`src/rtl/ad7266_adc_emu_pkg.sv`:
```
// ---------------------------------------------------------------------------
// ad7266_adc_emu_pkg
//  Shared constants and FSM state type for the AD7266 serial-side emulator.
//  FRAME_BITS_DEF : SCLK falling edges in one complete frame
//  LEAD_ZEROS     : zero bits shifted out ahead of the ADC code
//  DATA_W_DEF     : ADC code width
//  emu_state_t    : IDLE / SHIFT / DONE frame states
// ---------------------------------------------------------------------------
package ad7266_adc_emu_pkg;

   localparam int FRAME_BITS_DEF = 16;
   localparam int LEAD_ZEROS     = 2;
   localparam int DATA_W_DEF     = 12;

   typedef enum logic [1:0] {
      IDLE  = 2'd0,
      SHIFT = 2'd1,
      DONE  = 2'd2
   } emu_state_t;

endpackage

```
`src/rtl/ad7266_adc_emu_sync.sv`:
```
// ---------------------------------------------------------------------------
// ad7266_adc_emu_sync
//  Multi-flop synchronizer for one asynchronous input plus an edge-detect
//  flop. Edge pulses appear STAGES+1 clk edges after the input changes
//  (counting the consumer's register stage).
//  Ports:
//   clk   in  system clock
//   rst_n in  asynchronous active-low reset
//   din   in  asynchronous input
//   rise  out 1-clk pulse on a synchronized 0->1 transition
//   fall  out 1-clk pulse on a synchronized 1->0 transition
//  RST_VAL is the assumed idle level of din, so a line sitting at its idle
//  level when reset is released does not produce a spurious edge.
// ---------------------------------------------------------------------------
module ad7266_adc_emu_sync #(
   parameter int   STAGES  = 2,
   parameter logic RST_VAL = 1'b1
) (
   input  logic clk,
   input  logic rst_n,
   input  logic din,
   output logic rise,
   output logic fall
);

   logic [STAGES-1:0] sync_reg;
   logic              prev_reg;

   always_ff @(posedge clk or negedge rst_n) begin
      if (!rst_n) begin
         sync_reg <= {STAGES{RST_VAL}};
         prev_reg <= RST_VAL;
      end else begin
         sync_reg <= {sync_reg[STAGES-2:0], din};
         prev_reg <= sync_reg[STAGES-1];
      end
   end

   assign rise =  sync_reg[STAGES-1] & ~prev_reg;
   assign fall = ~sync_reg[STAGES-1] &  prev_reg;

endmodule

```
`src/rtl/ad7266_adc_emu.sv`:
```
// ---------------------------------------------------------------------------
// ad7266_adc_emu
//  Synthesizable stand-in for the serial side of an AD7266 dual ADC. SCLK and
//  CS_N are oversampled on clk; on a CS_N fall the channel/config inputs are
//  latched and one frame per port is shifted out on SCLK falls:
//  2 leading zeros, DATA_W-bit code MSB first, trailing zeros.
//  Optional feature macro: AD7266_EMU_RAMP_EN
//   defined   : codes come from internal up (A) / down (B) ramps that step on
//               every completed frame; PAT_A / PAT_B are ignored.
//   undefined : codes are PAT_A / PAT_B as seen at the CS_N fall.
//  Ports:
//   clk, rst_n           system clock, asynchronous active-low reset
//   SCLK, CS_N           serial clock / chip select from the controller
//   RANGE, SGL_DIFN      config bits, latched at CS_N fall
//   A0, A1, A2           channel address, latched at CS_N fall
//   PAT_A, PAT_B         static codes for ports A / B
//   DOUTA, DOUTB         serial data out (driven 0 whenever not shifting)
//   CFG_ADDR, CFG_RANGE,
//   CFG_SGL              config captured for the last frame
//   FRAME_CNT            completed-frame counter (wraps)
//   FRAME_ERR            1-clk pulse when CS_N rises before a frame completes
// ---------------------------------------------------------------------------
module ad7266_adc_emu
   import ad7266_adc_emu_pkg::*;
#(
   parameter int              SYNC_STAGES = 2,
   parameter int              DATA_W      = DATA_W_DEF,
   parameter int              FRAME_BITS  = FRAME_BITS_DEF,
   parameter logic [DATA_W-1:0] PAT_A_RST = 12'h5A5,
   parameter logic [DATA_W-1:0] PAT_B_RST = 12'hA5A
) (
   input  logic              clk,
   input  logic              rst_n,
   input  logic              SCLK,
   input  logic              CS_N,
   input  logic              RANGE,
   input  logic              SGL_DIFN,
   input  logic              A0,
   input  logic              A1,
   input  logic              A2,
   input  logic [DATA_W-1:0] PAT_A,
   input  logic [DATA_W-1:0] PAT_B,
   output logic              DOUTA,
   output logic              DOUTB,
   output logic [2:0]        CFG_ADDR,
   output logic              CFG_RANGE,
   output logic              CFG_SGL,
   output logic [15:0]       FRAME_CNT,
   output logic              FRAME_ERR
);

   localparam int CNT_W       = $clog2(FRAME_BITS + 1);
   localparam int TRAIL_ZEROS = FRAME_BITS - LEAD_ZEROS - DATA_W;

   // ---------------------------------------------------------------------
   // Input synchronizers
   // ---------------------------------------------------------------------
   logic sclk_fall;
   logic sclk_rise_unused;
   logic cs_fall;
   logic cs_rise;

   ad7266_adc_emu_sync #(
      .STAGES  (SYNC_STAGES),
      .RST_VAL (1'b1)
   ) u_sync_sclk (
      .clk   (clk),
      .rst_n (rst_n),
      .din   (SCLK),
      .rise  (sclk_rise_unused),
      .fall  (sclk_fall)
   );

   ad7266_adc_emu_sync #(
      .STAGES  (SYNC_STAGES),
      .RST_VAL (1'b1)
   ) u_sync_cs (
      .clk   (clk),
      .rst_n (rst_n),
      .din   (CS_N),
      .rise  (cs_rise),
      .fall  (cs_fall)
   );

   // ---------------------------------------------------------------------
   // State
   // ---------------------------------------------------------------------
   emu_state_t            state_reg,     state_next;
   logic [FRAME_BITS-1:0] sh_a_reg,      sh_a_next;
   logic [FRAME_BITS-1:0] sh_b_reg,      sh_b_next;
   logic [CNT_W-1:0]      bit_cnt_reg,   bit_cnt_next;
   logic                  dout_a_reg,    dout_a_next;
   logic                  dout_b_reg,    dout_b_next;
   logic [2:0]            cfg_addr_reg,  cfg_addr_next;
   logic                  cfg_range_reg, cfg_range_next;
   logic                  cfg_sgl_reg,   cfg_sgl_next;
   logic [15:0]           frame_cnt_reg, frame_cnt_next;
   logic                  frame_err_reg, frame_err_next;
   logic                  frame_done;

   logic [DATA_W-1:0]     code_a;
   logic [DATA_W-1:0]     code_b;
   logic [FRAME_BITS-1:0] load_a;
   logic [FRAME_BITS-1:0] load_b;

   // ---------------------------------------------------------------------
   // Code source
   // ---------------------------------------------------------------------
`ifdef AD7266_EMU_RAMP_EN
   logic [DATA_W-1:0] ramp_a_reg;
   logic [DATA_W-1:0] ramp_b_reg;
   logic              unused_pat;

   // Ramps step once per completed frame; aborted frames leave them alone.
   always_ff @(posedge clk or negedge rst_n) begin
      if (!rst_n) begin
         ramp_a_reg <= PAT_A_RST;
         ramp_b_reg <= PAT_B_RST;
      end else if (frame_done) begin
         ramp_a_reg <= ramp_a_reg + DATA_W'(1);
         ramp_b_reg <= ramp_b_reg - DATA_W'(1);
      end
   end

   assign code_a     = ramp_a_reg;
   assign code_b     = ramp_b_reg;
   assign unused_pat = ^{PAT_A, PAT_B};
`else
   // The pattern inputs are only consumed in the cycle the CS_N fall is
   // seen, so mid-frame changes never reach the shift registers.
   assign code_a = PAT_A;
   assign code_b = PAT_B;
`endif

   assign load_a = {{LEAD_ZEROS{1'b0}}, code_a, {TRAIL_ZEROS{1'b0}}};
   assign load_b = {{LEAD_ZEROS{1'b0}}, code_b, {TRAIL_ZEROS{1'b0}}};

   // ---------------------------------------------------------------------
   // Registers
   // ---------------------------------------------------------------------
   always_ff @(posedge clk or negedge rst_n) begin
      if (!rst_n) begin
         state_reg     <= IDLE;
         sh_a_reg      <= '0;
         sh_b_reg      <= '0;
         bit_cnt_reg   <= '0;
         dout_a_reg    <= 1'b0;
         dout_b_reg    <= 1'b0;
         cfg_addr_reg  <= 3'd0;
         cfg_range_reg <= 1'b0;
         cfg_sgl_reg   <= 1'b0;
         frame_cnt_reg <= 16'd0;
         frame_err_reg <= 1'b0;
      end else begin
         state_reg     <= state_next;
         sh_a_reg      <= sh_a_next;
         sh_b_reg      <= sh_b_next;
         bit_cnt_reg   <= bit_cnt_next;
         dout_a_reg    <= dout_a_next;
         dout_b_reg    <= dout_b_next;
         cfg_addr_reg  <= cfg_addr_next;
         cfg_range_reg <= cfg_range_next;
         cfg_sgl_reg   <= cfg_sgl_next;
         frame_cnt_reg <= frame_cnt_next;
         frame_err_reg <= frame_err_next;
      end
   end

   // ---------------------------------------------------------------------
   // Next-state / output logic
   // ---------------------------------------------------------------------
   always_comb begin
      state_next     = state_reg;
      sh_a_next      = sh_a_reg;
      sh_b_next      = sh_b_reg;
      bit_cnt_next   = bit_cnt_reg;
      dout_a_next    = dout_a_reg;
      dout_b_next    = dout_b_reg;
      cfg_addr_next  = cfg_addr_reg;
      cfg_range_next = cfg_range_reg;
      cfg_sgl_next   = cfg_sgl_reg;
      frame_cnt_next = frame_cnt_reg;
      frame_err_next = 1'b0;
      frame_done     = 1'b0;

      case (state_reg)
         IDLE: begin
            dout_a_next = 1'b0;
            dout_b_next = 1'b0;
            // Only CS_N is looked at here, so an SCLK fall seen in the same
            // cycle as the CS_N fall is discarded.
            if (cs_fall) begin
               state_next     = SHIFT;
               cfg_addr_next  = {A2, A1, A0};
               cfg_range_next = RANGE;
               cfg_sgl_next   = SGL_DIFN;
               sh_a_next      = load_a;
               sh_b_next      = load_b;
               dout_a_next    = load_a[FRAME_BITS-1];
               dout_b_next    = load_b[FRAME_BITS-1];
               bit_cnt_next   = '0;
            end
         end

         SHIFT: begin
            if (cs_rise) begin
               state_next     = IDLE;
               frame_err_next = 1'b1;
               dout_a_next    = 1'b0;
               dout_b_next    = 1'b0;
               bit_cnt_next   = '0;
            end else if (sclk_fall) begin
               sh_a_next    = {sh_a_reg[FRAME_BITS-2:0], 1'b0};
               sh_b_next    = {sh_b_reg[FRAME_BITS-2:0], 1'b0};
               dout_a_next  = sh_a_next[FRAME_BITS-1];
               dout_b_next  = sh_b_next[FRAME_BITS-1];
               bit_cnt_next = bit_cnt_reg + CNT_W'(1);
               if (bit_cnt_reg == CNT_W'(FRAME_BITS - 1)) begin
                  state_next     = DONE;
                  frame_cnt_next = frame_cnt_reg + 16'd1;
                  frame_done     = 1'b1;
                  dout_a_next    = 1'b0;
                  dout_b_next    = 1'b0;
               end
            end
         end

         DONE: begin
            // Extra SCLK edges after a complete frame read back as zeros.
            dout_a_next = 1'b0;
            dout_b_next = 1'b0;
            if (cs_rise) begin
               state_next   = IDLE;
               bit_cnt_next = '0;
            end
         end

         default: begin
            state_next  = IDLE;
            dout_a_next = 1'b0;
            dout_b_next = 1'b0;
         end
      endcase
   end

   assign DOUTA     = dout_a_reg;
   assign DOUTB     = dout_b_reg;
   assign CFG_ADDR  = cfg_addr_reg;
   assign CFG_RANGE = cfg_range_reg;
   assign CFG_SGL   = cfg_sgl_reg;
   assign FRAME_CNT = frame_cnt_reg;
   assign FRAME_ERR = frame_err_reg;

endmodule

```
`config.mk`:
```
export PLATFORM = sky130hd
export DESIGN_NAME = ad7266_adc_emu
export DESIGN_NICKNAME = d
export VERILOG_FILES = /design/src/rtl/ad7266_adc_emu_pkg.sv /design/src/rtl/ad7266_adc_emu_sync.sv /design/src/rtl/ad7266_adc_emu.sv
export SDC_FILE = /design/constraint.sdc
export NUM_CORES = 1
export LEC_CHECK = 0
export CAP_MARGIN = 20
export CELL_PAD_IN_SITES_DETAIL_PLACEMENT = 1
export CELL_PAD_IN_SITES_GLOBAL_PLACEMENT = 1
export CORE_MARGIN = 3
export CORE_UTILIZATION = 30
export CTS_BUF_LIST = sky130_fd_sc_hd__clkbuf_4
export DETAILED_ROUTE_END_ITERATION = 6
export DONT_BUFFER_PORTS = 1
export HOLD_SLACK_MARGIN = 0.12
export PLACE_DENSITY_LB_ADDON = 0.1
export SYNTH_ARGS = -nofsm -noshare
export SYNTH_HDL_FRONTEND = slang
export SYNTH_HIERARCHICAL = 1
export SYNTH_SLANG_ARGS = --single-unit
```
`constraint.sdc`:
```
create_clock -name clk -period 1.9 [get_ports clk]
set_input_delay 0.19 -clock clk [delete_from_list [all_inputs] [get_ports clk]]
set_output_delay 0.19 -clock clk [all_outputs]
set_load 0.02 [all_outputs]
```
After elaboration in Yosys (flattened, before gate mapping):

Index checks and enable logic that the tools add are counted.

* register bits: 67
* latch bits: 0
* RAM bits: 0
* bits in read-only memories: 0
* input bits: 33
* output and inout bits: 24
* word-level logic and storage cells: 70
* memories: 0

* add/subtract/negate cells: 2
* $mul: 0
* divide/modulo/power cells: 0
* magnitude comparators: 0
* equal/unequal tests: 9
* shift-type cells: 0
* muxes and demuxes: 29
* bitwise operators: 7
* reduce and logical (&&, ||, !) cells: 8

Operators with widths (count)
* 2-to-1 mux 15 bit: 6
* case mux 15 bit (2 select lines): 2
* 2-to-1 mux 5 bit: 4
* adder 16 x 1 -> 16 bit (second input constant): 1
* AND reduction 4 bit: 4
* case mux 5 bit (3 select lines): 1
* 2-to-1 mux 1 bit: 10
* 2-to-1 mux 2 bit: 5
* != test 2 bit (second input constant): 4
* != test 3 bit (second input constant): 2
* case mux 2 bit (3 select lines): 1
* adder 5 x 1 -> 5 bit (second input constant): 1
* == test 5 x 4 -> 1 bit (second input constant): 1
* NOT 1 bit: 4
* bitwise AND 1 bit: 3
* nonzero test 3 bit: 1
* == test 2 x 1 -> 1 bit (second input constant): 1
* == test 2 bit (second input constant): 1
* logical NOT 2 bit: 1
* AND reduction 2 bit: 1
* nonzero test 2 bit: 1

Depth between registers and ports, before layout:

Gate-level depths: netlist of run 1.

* word-level depth: 5
* mapped depth: 7
* depth with buffers taken out: 7

By module:

Netlist of run 1, hierarchy kept.

By module, submodules not included
* ad7266_adc_emu: times used 1, cells each 235, area an instance 2571.2 sq um
* ad7266_adc_emu_sync: times used 2, cells each 5, area an instance 93.8 sq um

Worst setup path before layout of run 1:

No wires, ideal clock.

* kind: register -> register
* start point: reg u_sync_cs.sync_reg[1]
* end point: reg bit_cnt_reg[3]
* library setup time: 0.069 ns
* data arrival time: 1.828 ns
* required time: 1.831 ns
* setup slack: 0.003 ns
* cell stages (with the launch flop): 6
* period minus slack after synthesis: 1.897 ns
* cells stage by stage: dfstp_2 nor2b_1 inv_1 a221o_1 or4_1 nand3_1

* elaborated cells on any way between the ends: 9
* those cells by class: eq/ne: 3; mux: 2; bitwise: 3; reduce/logical: 1

RTL lines
* start, declared: line ad7266_adc_emu_sync.sv:26 `logic [STAGES-1:0] sync_reg;`
* start signal, assigned: line ad7266_adc_emu_sync.sv:31 `sync_reg <= {STAGES{RST_VAL}};`
* start signal, assigned: line ad7266_adc_emu_sync.sv:34 `sync_reg <= {sync_reg[STAGES-2:0], din};`
* bitwise AND 1 bit *: line ad7266_adc_emu_sync.sv:39 `assign rise = sync_reg[STAGES-1] & ~prev_reg;`
* net cs_rise: line ad7266_adc_emu.sv:61 `logic cs_rise;`
* != test 3 bit (no line) (tied with other cells)
* AND reduction 4 bit (no line) / case mux 5 bit (3 select lines) (equally long branches)
* end signal, assigned: line ad7266_adc_emu.sv:158 `bit_cnt_reg <= bit_cnt_next;`
* end, declared: line ad7266_adc_emu.sv:91 `logic [CNT_W-1:0] bit_cnt_reg, bit_cnt_next;`

The timed path passes the listed nets; every way through them passes the cells marked *.
A chain may end at the register's enable or synchronous reset.

Worst setup path in the final report of run 1:

* start point: reg u_sync_cs.prev_reg
* end point: reg frame_cnt_reg[10] (netlist: FRAME_CNT[10])

* cells in the longest elaborated chain, start to end: 4

RTL lines
* start, declared: line ad7266_adc_emu_sync.sv:27 `logic prev_reg;`
* start signal, assigned: line ad7266_adc_emu_sync.sv:35 `prev_reg <= sync_reg[STAGES-1];`
* NOT 1 bit: line ad7266_adc_emu_sync.sv:39
* bitwise AND 1 bit: line ad7266_adc_emu_sync.sv:39
* net cs_rise: line ad7266_adc_emu.sv:61
* NOT 1 bit (no line)
* AND reduction 4 bit (no line)
* end signal, assigned: line ad7266_adc_emu.sv:164 `frame_cnt_reg <= frame_cnt_next;`
* end, declared: line ad7266_adc_emu.sv:97 `logic [15:0] frame_cnt_reg, frame_cnt_next;`

The timed path passes the listed nets, and every way through them passes these cells.

==> results of run 1 <==
==> cell usage in the layout (no fill, tap or decap), types with 2 or more instances in the layout <==
cell            n
o21ai_0         8
nor2b_1         3
inv_1           6
nor2_2          2
bufinv_16       2
nand4_1         4
buf_6           2
xnor2_1        11
and2b_2         2
clkbuf_4       12
and4_1          2
nor2_1         25
nor2b_4         2
mux2_2          6
a21oi_1        26
buf_12          2
nand3b_1        2
dfstp_2         6
dfrtp_1        57
nand2_1        13
xor2_1          4
mux2i_1        22
nor4_4          3
and2_1          2
dlygate4sd3_1  32
nor3_1          2
buf_4          27
clkinv_2        2
nand3_1        13
==> power breakdown <==
group	total [mW]	switching [mW]	internal, mW
sequential	1.81	0.198	1.61
clock	1.07	0.498	0.576
combinational	0.717	0.351	0.366
==> timing repair <==
| item | 4_1_cts | 5_1_grt |
|---|---|---|
| endpoints found under the setup margin | 12 | 16 |
| resized for setup | 4 | 12 |
| hold endpoints to repair | 94 | 0 |
| gates cloned | 0 | 0 |
| pin swaps | 2 | 9 |
| hold buffers | 33 | 0 |
| setup buffers | 0 | 5 |
==> how the worst max path moves through the flow <==
| stage | startpoint | to | slack (ns) |
|---|---|---|---|
| 4_1_cts | bit_cnt_reg[0] | FRAME_CNT[9] | 0.006 |
| 5_1_grt | bit_cnt_reg[0] | FRAME_CNT[9] | -0.05 |
| 2_1_floorplan | u_sync_cs/sync_reg[1] | bit_cnt_reg[3] | 0.003 |
| 6_report | u_sync_cs/prev_reg | FRAME_CNT[10] | 0.04 |
| 3_5_place_dp | bit_cnt_reg[0] | FRAME_CNT[13] | -0.03 |
| 3_3_place_gp | bit_cnt_reg[0] | FRAME_CNT[13] | -0.007 |
==> critical path: cells and delay by family, from the launching register on <==
kind	cells	cell delay, ns
DFF	1	0.56
xor gates and xnor gates	1	0.14
and+or+nand+nor	4	1.04
==> cell type report <==
| class | instances | share of cell area |
|---|---|---|
| multi-input combinational | 165 | 0.3184 |
| sequential | 63 | 0.4293 |
| clock buffer | 12 | 0.02442 |
| timing repair buffer | 64 | 0.1662 |
| inverter | 6 | 0.006104 |
| tap | 108 | 0.03662 |
| clock inverter | 4 | 0.01899 |
==> through the flow <==
stage | setup slack, ns | util | power, mW | hold slack (ns)
3_3_place_gp | -0.007060 | 0.3487 | 2.434 | -0.1033
3_5_place_dp | -0.02606 | 0.3487 | 2.459 | -0.1029
4_1_cts | 0.005774 | 0.4078 | 3.652 | 0.2845
2_1_floorplan | 0.003159 | - | 2.263 | -0.1056
6_report | 0.03536 | 0.4190 | 3.602 | 0.3198
5_1_grt | -0.04504 | 0.4190 | 3.850 | 0.2868
==> metal layers <==
| metal | wire length (um) | vias up |
|---|---|---|
| met3 | 329 | 4 |
| li1 | - | 975 |
| met2 | 3336 | 42 |
| met5 | 0 | - |
| met4 | 38 | 0 |
| met1 | 2810 | 979 |
==> summary.txt, run 1 <==
Outcome
  – Outcome: finished clean

STA
  – Worst slew margin: 0.7414
  – Final Cycle Share: 0.9814
  – Slew Viols, Final: 0
  – Final hold vios: 0
  – Final setup viols: 0
  – Layout Skew: 0.01502 ns
  – RSZ-0062 raised after global routing: yes
  – Setup TNS Final: 0 ns
  – Max Fclk: 0.5363 GHz
  – Post-route minimum period: 1.865 ns
  – Actual slew at the worst max-slew pin: 0.3875 ns

Synth
  – Mean Syn Cell Area: 11.28 um2
  – Ys Warns: 6
  – Synth Instances: 244
  – Mapped Area: 2753 um2
  – Mapped Nets: 280

Run
  – MaxCap Viol Count: 0

Worst setup path
  – Worst R2R End: FRAME_CNT[10]
  – Worst r2r path cells: 5
  – Reg2reg start: u_sync_cs/prev_reg
  – Worst reg2reg setup slack: 0.04 ns
  – CP arrival: 2.14 ns
  – Worst Path Max Fanout: 4
  – Critical path's largest stage delay: 0.56 ns
  – WS Path Type: flop to flop
  – CP endpoint kind: flop
  – CP cell instances: nor2b_4 > or3b_4 > nor4_4 > nand4_1 > xnor2_1
  – Startpoint class of the critical path: flop
  – CP max-delay cell: dfstp_2
  – CP Data Required Time: 2.17 ns

Clock tree
  – Root Driver: clkbuf_4
  – Max Root-Sink Buffers: 2
  – H-tree levels: 3
  – CTS tree: yes
  – Clock Sinks: 63
  – CTS clock-pin slew for the worst setup and hold paths: 0.11 ns
  – Clk Latency, worst-skew pair: 0.40 ns
  – Total CTS buffers: 9

Route
  – Drt first pass iters: 4
  – Final WL: 6.514 mm
  – WL per Instance: 15.44 um
  – Final ANT Viol Nets: 0
  – DR vias/cell: 4.739
  – 1st-iter DRT viols: 45
  – DRC errors left: 0
  – Total number of vias: 2000

Layout
  – Ant diodes: 0
  – Final instance area: 3690 um2
  – Layout Nets: 345
  – Multi-input logic area: 1175 um2
  – # fillers: 990
  – Final Non-Filler Cells: 422
  – Share of layout cells above drive strength 1: 0.2389
  – Layout area overhead: 34.05%
  – Max reg flops: 16
  – Seq. cell area: 1584 um2

Floorplanning
  – FP Rows: 34
  – # IOs: 57
  – Core Area: 8806 um2
  – Die width: 101.8 um
  – Die area: 10360 um2
  – Initial Util: 0.3126
  – Die Span Y: 101.8 um

Global routing
  – Vias in the first global route: 2140
  – Global-route usage over all layers: 0.1329
  – Total grt overflow: 0
  – Initial antenna violation count: 0
  – Met3 Track Usage GR: 0.05234
  – Grt met1 use: 0.1621
  – Largest net degree at the start of global routing: 64
  – GRT busiest layer: met2
  – First-pass GRT wire length: 10.62 mm
  – M2 GR Usage: 0.2178

Pwr
  – PD cells: 976.1 nW/um2
  – Worst vdd rail ir drop: 404.9 uV
  – Leakage: 1.641 nW

Place
  – Dpl hpwl: 4.110 mm
  – Buffers on Ports: 0
  – Placed Cells incl. Taps: 368
  – Dpl cell area: 3070 um2
  – Gpl congestion: 0.6690

Hold path
  – Hold Path Depth: 1
  – Hold Crit Endpoint: u_sync_cs/sync_reg[0]
  – Hold Path Origin: CS_N
  – Min-delay worst type: primary input to flop
Power figures use the tool's default switching activity.
==> run 2, diff against run 1 <==
--- a/config.mk
+++ b/config.mk
@@ -8,7 +8,6 @@
 export CAP_MARGIN = 20
 export CELL_PAD_IN_SITES_DETAIL_PLACEMENT = 1
 export CELL_PAD_IN_SITES_GLOBAL_PLACEMENT = 1
-export CORE_MARGIN = 3
 export CORE_UTILIZATION = 30
 export CTS_BUF_LIST = sky130_fd_sc_hd__clkbuf_4
 export DETAILED_ROUTE_END_ITERATION = 6
==> summary.txt, run 2 (synthesis results as in run 1) <==
Worst setup path
  – Startpoint class of the critical path: flop
  – Worst R2R End: bit_cnt_reg[3]
  – Worst reg2reg setup slack: 0.03 ns (about the same)
  – CP Data Required Time: 2.23 ns (+0.06 ns)
  – CP endpoint kind: flop
  – WS Path Type: flop to flop
  – Worst r2r path cells: 5 (unchanged)
  – Reg2reg start: u_sync_cs/prev_reg
  – CP arrival: 2.20 ns (+0.06 ns)
  – Worst Path Max Fanout: 7 (+3)

Global routing
  – Largest net degree at the start of global routing: 64 (unchanged)
  – GRT busiest layer: met2
  – Global-route usage over all layers: 0.1401 (+0.007189)
  – Initial antenna violation count: 0 (unchanged)
  – Vias in the first global route: 2092 (-2.2%)
  – Met3 Track Usage GR: 0.05082 (-0.001518)
  – First-pass GRT wire length: 10.49 mm (-1.2%)
  – Total grt overflow: 0 (unchanged)
  – Grt met1 use: 0.1827 (+0.02067)
  – M2 GR Usage: 0.2149 (-0.002859)

Hold path
  – Min-delay worst type: primary input to asynchronous set/reset pin

Pwr
  – Int Power: 2.237 mW (-12%)
  – Worst vdd rail ir drop: 441.2 uV (+9.0%)
  – Total power: 3.263 mW (-9.4%)
  – PD cells: 916.6 nW/um2 (-6.1%)
  – Switching Share: 0.3145 (+0.02376)
  – NetSw: 1.026 mW (-2.0%)
  – Sequential group share of total power: 0.556 (+0.053)
  – Clock share of power: 0.230 (-0.068)
  – Leakage: 1.586 nW (-3.3%)
  – Combinational share of power: 0.214 (+0.015)

Place
  – Buffers on Ports: 0 (unchanged)
  – Placed Cells incl. Taps: 368 (unchanged)
  – Gpl congestion: 0.6584 (-1.6%)
  – Dpl hpwl: 4.008 mm (-2.5%)

Route
  – Final WL: 6.091 mm (-6.5%)
  – DRC errors left: 4 (+4)
  – Drt first pass iters: 6 (+2)
  – DR vias/cell: 4.665 (-1.6%)
  – Final ANT Viol Nets: 0 (unchanged)
  – Total number of vias: 1950 (-2.5%)
  – 1st-iter DRT viols: 40 (-11%)
  – WL per Instance: 14.57 um (-5.6%)

STA
  – Post-route minimum period: 1.867 ns (+0.002030 ns)
  – Final Cycle Share: 0.9825 (+0.001068)
  – Slew Viols, Final: 0 (unchanged)
  – Max Fclk: 0.5357 GHz (-0.11%)
  – Actual slew at the worst max-slew pin: 0.3990 ns (+0.01147 ns)
  – Final setup viols: 0 (unchanged)
  – RSZ-0062 raised after global routing: yes
  – Final hold vios: 0 (unchanged)
  – Layout Skew: 0.01831 ns (+0.003287 ns)
  – Worst slew margin: 0.7337 (-0.007658)

Floorplanning
  – Die width: 97.79 um (-3.9%)
  – Die Span Y: 97.79 um (-3.9%)
  – # IOs: 57 (unchanged)
  – Initial Util: 0.3126 (unchanged)
  – Core Area: 8806 um2 (unchanged)
  – FP Rows: 34 (unchanged)
  – Die area: 9563 um2 (-7.7%)

Layout
  – Final Non-Filler Cells: 418 (-0.95%)
  – Layout Nets: 341 (-1.2%)
  – Max reg flops: 16 (unchanged)
  – Share of layout cells above drive strength 1: 0.2129 (-0.02595)
  – Most frequent cells in the layout: 57 x dfrtp_1, 32 x dlygate4sd3_1, 26 x nor2_1, 26 x a21oi_1, 26 x buf_4
  – Commonest non-fill, non-tap cell in the layout: dfrtp_1
  – Layout area overhead: 29.32%
  – Ant diodes: 0 (unchanged)

Run
  – MaxCap Viol Count: 0 (unchanged)

Clock tree
  – Max Root-Sink Buffers: 2 (unchanged)
  – Clk Latency, worst-skew pair: 0.41 ns (about the same)
  – Total CTS buffers: 9 (unchanged)
  – Clock Sinks: 63 (unchanged)
  – CTS clock-pin slew for the worst setup and hold paths: 0.12 ns (about the same)
  – CTS tree: yes
  – H-tree levels: 3 (unchanged)
  – Root Driver: clkbuf_4

Outcome
  – Failing checks: design-rule violations
  – Outcome: complete, but fails checks
run 2: cell types whose count changed in the layout (fill, tap and decap cells not counted), sizes merged:
cell | previous run | this run
buf | 32 | 28
bufinv | 2 | 0
clkbuf | 12 | 10
clkinv | 2 | 5
clkinvlp | 0 | 1
run 2: layer usage:
layer	vias up	share of wire	wire [um]
met2	38	0.46	2809
met3	8	0.049	298
li1	968	-	-
met5	-	0	0
met4	0	0.014	88
met1	936	0.48	2894
run 2: per-stage QoR:
step           setup TNS (ns)  hold WS (ns)  utilization  worst slack (ns)  area (um2)
5_1_grt              -0.07324        0.2831       0.4042          -0.03816        3560
2_1_floorplan               0       -0.1056            -          0.003159        2753
6_report                    0        0.3208       0.4042           0.03333        3560
4_1_cts                     0        0.2899       0.3994           0.01614        3517
3_5_place_dp          -0.4136       -0.1028       0.3473          -0.07688        3058
3_3_place_gp          -0.1525       -0.1028       0.3473          -0.04424        3058
run 2: worst max path at each step:
stage,from,endpoint,slack [ns],depth (start not counted)
after global placement,u_sync_cs/prev_reg,FRAME_CNT[13],-0.04,5
after detailed placement,u_sync_cs/prev_reg,FRAME_CNT[5],-0.08,6
after floorplan,u_sync_cs/sync_reg[1],bit_cnt_reg[3],0.003,5
final,u_sync_cs/prev_reg,bit_cnt_reg[3],0.03,5
after CTS,u_sync_cs/sync_reg[1],bit_cnt_reg[3],0.02,5
after global routing,u_sync_cs/prev_reg,FRAME_CNT[10],-0.04,5
run 2: critical path, cell delays in order, from the launching register on:
cell	delay, ns
dfstp_2	0.56
nor2b_4	0.05
or3b_4	0.41
buf_4	0.18
or4_1	0.49
nand3_1	0.10
run 2: final cells by class:
cell class / instances / area [um2]
Fill cell: 985 / 5246
Sequential cell: 63 / 1584
Multi-Input combinational cell: 165 / 1151
Timing Repair Buffer: 60 / 563.0
Tap cell: 108 / 135.1
Clock buffer: 10 / 75.07
Clock inverter: 6 / 28.78
Inverter: 6 / 22.52
run 2: power groups by stage:
stage	Combinational, mW	Clock [mW]	Sequential, mW
finish	0.699	0.749	1.81
global route	0.793	0.849	1.85
CTS	0.707	0.803	1.82
detailed placement	0.611	0	1.85
global placement	0.593	0	1.84
floorplan	0.467	0	1.80
run 2: what timing repair did:
item	in CTS	in global routing
hold endpoints to repair	94	0
resized for setup	3	7
endpoints found under the setup margin	9	16
hold buffers	33	0
pin swaps	0	4
buffers inserted	0	1
